<file path="config.mk">
export PLATFORM = sky130hd
export DESIGN_NAME = branch_resolve_unit
export DESIGN_NICKNAME = d
export VERILOG_FILES = /design/src/rtl/branch_resolve_unit.sv
export SDC_FILE = /design/constraint.sdc
export NUM_CORES = 1
export LEC_CHECK = 0
export CORE_ASPECT_RATIO = 1.25
export CORE_MARGIN = 2
export CORE_UTILIZATION = 51
export DETAILED_ROUTE_END_ITERATION = 12
export PLACE_DENSITY_LB_ADDON = 0.1
export SYNTH_ARGS = -nofsm -noshare
export SYNTH_HDL_FRONTEND = slang
export SYNTH_SLANG_ARGS = --single-unit
</file>
<file path="constraint.sdc">
create_clock -name clk -period 7.1 [get_ports clk]
set_clock_uncertainty 0.05 [all_clocks]
set_input_delay 1.42 -clock clk [delete_from_list [all_inputs] [get_ports clk]]
set_output_delay 1.42 -clock clk [all_outputs]
set_load 0.05 [all_outputs]
</file>
<file path="src/rtl/branch_resolve_unit.sv">
// EX/MEM branch resolver: decodes ALU flags into a branch decision, registers the
// PC redirect, holds a multi-cycle flush of younger stages and keeps branch stats.
module branch_resolve_unit #(
    parameter int n            = 32,
    parameter int FLUSH_CYCLES = 2,
    parameter int CNT_W        = 32
) (
    input  logic             clk,
    input  logic             rst,
    input  logic             in_valid,
    input  logic             stall,
    input  logic             is_branch,
    input  logic             is_jal,
    input  logic             is_jalr,
    input  logic [2:0]       funct3,
    input  logic             Zflag,
    input  logic             Vflag,
    input  logic             Sflag,
    input  logic             Cflag,
    input  logic [n-1:0]     pc,
    input  logic [n-1:0]     imm,
    input  logic [n-1:0]     alu_out,
    output logic             redirect_valid,
    output logic [n-1:0]     redirect_pc,
    output logic             flush,
    output logic             misalign_err,
    output logic [CNT_W-1:0] branch_cnt,
    output logic [CNT_W-1:0] taken_cnt
);
    localparam int CW = (FLUSH_CYCLES > 1) ? $clog2(FLUSH_CYCLES) : 1;

    typedef enum logic {IDLE, FLUSH} state_t;

    state_t        state;
    logic [CW-1:0] cnt;

    logic          accept, cond_ok, cond_true, counted, taken;
    logic [n-1:0]  target;

    always_comb begin
        cond_true = 1'b0;
        cond_ok   = 1'b1;
        case (funct3)
            3'b000:  cond_true = Zflag;
            3'b001:  cond_true = !Zflag;
            3'b100:  cond_true = Sflag != Vflag;
            3'b101:  cond_true = Sflag == Vflag;
            3'b110:  cond_true = !Cflag;
            3'b111:  cond_true = Cflag;
            default: cond_ok   = 1'b0;
        endcase
        accept  = in_valid && !stall && (state == IDLE);
        // jumps take priority, so a branch bit riding along with a jump is not counted
        counted = is_branch && !is_jal && !is_jalr && cond_ok;
        taken   = is_jalr || is_jal || (counted && cond_true);
        target  = is_jalr ? {alu_out[n-1:1], 1'b0} : pc + imm;
    end

    always_ff @(posedge clk or posedge rst) begin
        if (rst) begin
            state          <= IDLE;
            cnt            <= '0;
            redirect_valid <= 1'b0;
            redirect_pc    <= '0;
            flush          <= 1'b0;
            misalign_err   <= 1'b0;
            branch_cnt     <= '0;
            taken_cnt      <= '0;
        end else begin
            redirect_valid <= 1'b0;
            misalign_err   <= 1'b0;
            case (state)
                IDLE: if (accept) begin
                    if (taken && !target[1]) begin
                        redirect_valid <= 1'b1;
                        redirect_pc    <= target;
                        flush          <= 1'b1;
                        state          <= FLUSH;
                        cnt            <= CW'(FLUSH_CYCLES - 1);
                    end else if (taken) begin
                        misalign_err   <= 1'b1;
                    end
                    if (counted) begin
                        if (branch_cnt != '1)
                            branch_cnt <= branch_cnt + 1'b1;
                        if (cond_true && taken_cnt != '1)
                            taken_cnt  <= taken_cnt + 1'b1;
                    end
                end
                FLUSH: if (!stall) begin
                    if (cnt == '0) begin
                        state <= IDLE;
                        flush <= 1'b0;
                    end else begin
                        cnt   <= cnt - 1'b1;
                    end
                end
                default: state <= IDLE;
            endcase
        end
    end
endmodule
</file>
# [Word level (Yosys, flattened, before mapping)]
# Cells that the tools add are included.
[op_classes] addsub=4 multipliers=0 n_div=0 n_lt_le_gt_ge=0 eq_ne=13 shift=0 mux=21 bitwise=1 n_reduce_logical=23
[ops] op="adder 32 x 1 -> 32 bit, second input constant" n=2
[ops] op="inequality test 32 bit, second input constant" n=2
[ops] op="adder 32 bit" n=1
[ops] op="2-to-1 mux 32 bit" n=1
[ops] op="2-to-1 mux 1 bit" n=16
[ops] op="equality test 3 bit, second input constant" n=4
[ops] op="AND reduction 4 bit" n=3
[ops] op="logical AND 1 bit" n=8
[ops] op="logical NOT 1 bit" n=6
[ops] op="inequality test 2 bit, second input constant" n=3
[ops] op="one-hot mux 1 bit (2 select lines)" n=3
[ops] op="one-hot mux 1 bit (6 select lines)" n=1
[ops] op="AND reduction 3 bit" n=2
[ops] op="OR reduction 6 bit" n=1
[ops] op="equality test 3 x 1 -> 1 bit, second input constant" n=1
[ops] op="logical NOT 3 bit" n=1
[ops] op="logical OR 1 bit" n=2
[ops] op="inequality test 2 x 1 -> 1 bit, second input constant" n=1
[ops] op="equality test 1 bit" n=1
[ops] op="inequality test 1 bit" n=1
[ops] op="inverter 1 bit" n=1
[ops] op="subtractor 1 bit, second input constant" n=1
[word_totals] register_bits=101 latchBits=0 ramBits=0 mem_bits_ro=0 out_inout_bits=99 word_cells=70 n_memories=0

# [Longest topological paths before layout]
[depth] ltp_word=10 ltp_mapped=12

# [Least setup slack after synthesis]
# No wires, ideal clock.
[synth_path] path_type="in2reg" startpoint="input pc[0]" endpoint="register redirect_pc[28]" setup_ns=0.133 t_arrival_ns=3.547 path_slack_ns=3.371 path_stages=12 path_buffers=0 path_cell_list="ha_1 inv_1 fa_1 nor2b_4 o31a_1 o211ai_1 nand2_1 a31oi_2 o41ai_2 and4_1 mux2i_1 nand4_1"
[synth_via] elab_chain_len=5
[synth_lines] item="start, declared" line_no="20" text="input logic [n-1:0] pc,"
[synth_lines] item="adder 32 bit *" line_no="56" text="target = is_jalr ? {alu_out[n-1:1], 1'b0} : pc + imm;"
[synth_lines] item="2-to-1 mux 32 bit *" line_no="56"
[synth_lines] item="logical NOT 1 bit" line_no="74" text="if (taken && !target[1]) begin"
[synth_lines] item="logical AND 1 bit" line_no="74"
[synth_lines] item="AND reduction 3 bit (no source line)"
[synth_lines] item="end signal, assigned" line_no="76" text="redirect_pc <= target;"
[synth_lines] item="end, declared" line_no="24" text="output logic [n-1:0] redirect_pc,"
# Every way passes the cells marked *; elsewhere a longest branch is shown, timed or not.
# A chain may end at the register's enable or synchronous reset.

# [Worst setup path in the final report]
# Same ends and word-level chain as after synthesis.

==> flow_metrics.env <==
export IMPL_ys_seq_area_share_pct=39.80
export IMPL_die_x_um=103.8
export IMPL_syn_inst=696
export IMPL_antenna_found_initial=0
export IMPL_core_sq_mm=0.01216
export IMPL_fin_crit_sh_pct=63.04
export IMPL_drive_gt1_share_pct=5.169
export IMPL_start_util_pct=52.22
export IMPL_post_cts_setup_buffers=0
export IMPL_dp_slack_ns=2.271
export IMPL_dr_pass1_iters=5
export IMPL_cp_arrival_ns=4.71
export IMPL_fillers=948
export IMPL_layout_cells_non_filler=1054
export IMPL_cp_depth=12
export IMPL_synth_nets=840
export IMPL_hold_path_class="flop to flop"
export IMPL_worstSetupPathType="primary input to flop"
export IMPL_yosys_area_share_adder_pct=6.816
export IMPL_synth_edff_count=0
export IMPL_cts_inserted_buffers=9
export IMPL_yosysUniqueCellTypes=63
export IMPL_root_buffer="clkbuf_16"
export IMPL_crit_buf_inv=4
export IMPL_crit_fanout=50
export IMPL_crit_required_ns=7.33
export IMPL_grt_setup_unrepaired="false"
export IMPL_hold_violations=0
export IMPL_synth_top_family_by_area="simple AND/OR/NAND/NOR gates"
export IMPL_ys_warn_count=0
export IMPL_wirelength_um=17290
export IMPL_io_pins=209
export IMPL_dieArea_sq_mm=0.01337
export IMPL_grt_max_degree=63
export IMPL_synth_xor_area_share_pct=12.41
export IMPL_synth_avg_cell_area_sq_um=9.125
export IMPL_gp_congestion=0.8858
export IMPL_cts_tree="built"
export IMPL_netlist_area_sq_mm=0.006351
export IMPL_grt_pass1_wl_um=28290
export IMPL_synth_simple_area_share_pct=20.72
export IMPL_synth_top_cell_by_area="dfrtp_1"
export IMPL_tns_ns=0
export IMPL_grt_pass1_vias=5878
export IMPL_slew_viol_final=0
export IMPL_synth_flop_cell="dfrtp_1"
export IMPL_htreeDepth=3
export IMPL_r2r_worst_path_cells=9
export IMPL_status="finished, final reports clean"
export IMPL_r2r_slack_ns=4.51
export IMPL_final_cell_mix="clkdlybuf4s50_1, dfrtp_1, nand2_1"
export IMPL_grt_overflow=0
export IMPL_worstSetupEndpointType="flop"
export IMPL_holdPathStages=2
export IMPL_clk_pin_slew_ns=0.08
export IMPL_worst_ir_drop_vdd_uv=217.7
export IMPL_drtIter0Drc=275
export IMPL_cts_buffer_depth=2
export IMPL_synth_area_mux_share_pct=0.8274
export IMPL_layout_commonest_cell="clkdlybuf4s50_1"
export IMPL_crit_path_start_kind="primary input"
export IMPL_critical_path_slowest_cell="fa_1"
export IMPL_cts_sinks=101
export IMPL_cts_resized=0
export IMPL_cellLeakagePower_nw=3.908
export IMPL_cp_top_family="buffers and inverters"
export IMPL_clock_fmax_mhz=223.4
export IMPL_grt_usage_pct=25.91
export IMPL_worst_slack_ns=2.624
export IMPL_num_rows=45
export IMPL_pwr_density_cell_mw_per_mm2=247.8
export IMPL_synth_top_area_share_pct=39.80
export IMPL_fin_nets=1029
export IMPL_antennaDiodeCount=0
export IMPL_wl_per_cell_um=16.40
export IMPL_maxCapViolations=0
export IMPL_cpPeakStageDelay_ns=0.53
export IMPL_crit_chain="clkdlybuf4s50_1 > ha_1 > inv_1 > fa_1 > o21ai_0 > a211o_1 > buf_4 > inv_2 > nand2b_1 > nor4b_1 > mux2i_1 > nand4_1"
export IMPL_clk_latency_ns=0.35
export IMPL_setup_viol_count_final=0
export IMPL_maxSlewHeadroom_pct=30.60
export IMPL_tightest_slew_ns=1.041
export IMPL_die_h_um=128.8
export IMPL_num_vias=5936
export IMPL_ys_seq_elements=101
export IMPL_ant_nets=0
export IMPL_postCtsHoldBufs=0
export IMPL_min_period_ns=4.476
export IMPL_port_buffers=207
export IMPL_route_detailed_drc=0
export IMPL_synth_compound_area_share_pct=16.08
export IMPL_synthToLayoutAreaGrowth_pct=38.79
export IMPL_synth_area_top_cells="dfrtp_1, xnor2_1, ha_1"
export IMPL_dp_cells=1038
export IMPL_synthArstFlopShare_pct=100.0
export IMPL_via_per_inst=5.632
export IMPL_dp_hpwl_um=13220
per-layer routing:
metal | global-route usage, % | vias to the layer above | routed length [um]
met5 | 0 | - | 0
li1 | - | 2842 | -
met2 | 49.03 | 219 | 9250
met1 | 29.78 | 2847 | 6747
met3 | 4.965 | 28 | 967
met4 | 7.552 | 0 | 321
cell type report:
type,count,area (sq um),area share [%]
repair buffers,209,2082,23.62
multi-input cells,543,3611,40.97
well taps,164,205.2,2.328
flip-flops and latches,101,2527,28.67
inverters,21,86.33,0.9794
clock inverters,6,63.81,0.7239
clock buffers,10,239.0,2.711
cell usage after synthesis, types with 3 or more instances:
| library cell | count |
|---|---|
| nand2b_1 | 6 |
| o211ai_1 | 5 |
| xor2_1 | 37 |
| inv_1 | 19 |
| a31oi_1 | 3 |
| o21ai_0 | 33 |
| dfrtp_1 | 101 |
| and3_1 | 12 |
| nand3_1 | 44 |
| and4_1 | 9 |
| o21bai_1 | 6 |
| nor3_1 | 7 |
| o21ai_1 | 4 |
| buf_2 | 4 |
| xnor2_1 | 53 |
| a21o_1 | 17 |
| a211oi_1 | 3 |
| nor2b_1 | 4 |
| nand4_1 | 23 |
| mux2i_1 | 3 |
| o22ai_1 | 6 |
| nor2_1 | 60 |
| and2_1 | 5 |
| a21oi_1 | 60 |
| nand2_1 | 61 |
| o21a_1 | 3 |
| o31ai_1 | 4 |
| clkbuf_1 | 25 |
| ha_1 | 33 |
worst reg2reg max path: stages, from the launching register on:
cell and delay (ns):
dfrtp_1 0.39, nor2_1 0.11, nand2_1 0.09, a211o_1 0.23
buf_4 0.28, inv_2 0.40, nand2b_1 0.38, nor4b_1 0.40
mux2i_1 0.11, nand4_1 0.09
registers in the layout (all words and copies together) (netlist names):
signal / count
branch_cnt: 32
cnt: 1
flush: 1
misalign_err: 1
redirect_pc: 32
redirect_valid: 1
state: 1
taken_cnt: 32
through the flow:
step | power (W) | area, sq um | utilization, % | hold WS (ns)
after floorplan | 0.001344 | 6351 | - | 0.4233
after global placement | 0.001674 | 8512 | 69.99 | 0.4058
after detailed placement | 0.001690 | 8512 | 69.99 | 0.4197
after CTS | 0.002192 | 8815 | 72.48 | 0.4355
after global routing | 0.002281 | 8815 | 72.48 | 0.4506
final | 0.002184 | 8815 | 72.48 | 0.4270
where the power goes:
| group | switching (W) | total, W | internal (W) |
|---|---|---|---|
| sequential | 0.0000694 | 0.000745 | 0.000676 |
| combinational | 0.000596 | 0.000937 | 0.000341 |
| clock | 0.000243 | 0.000502 | 0.000258 |
worst paths after layout:
| kind | from | to |
|---|---|---|
| worst min register to register | redirect_pc[0] | redirect_pc[0] |
| min in group asynchronous | rst | branch_cnt[11] |
| worst max register to register | state | redirect_pc[28] |
| max in group asynchronous | rst | taken_cnt[22] |
| worst max-delay path | pc[0] | redirect_pc[28] |
| worst min-delay path | redirect_pc[0] | redirect_pc[0] |
cell families (layout without fill, tap and decap cells):
kind of cell               count (synthesis)  count (layout)
adders and majority gates                 34              34
AOI/OAI and AO/OA                        162             162
muxes                                      5               5
buffers and inverters                     52             246
xor gates and xnor gates                  90              90
and+or+nand+nor                          252             252
DFF                                      101             101
Note: power is estimated with default switching activity, not from simulation.
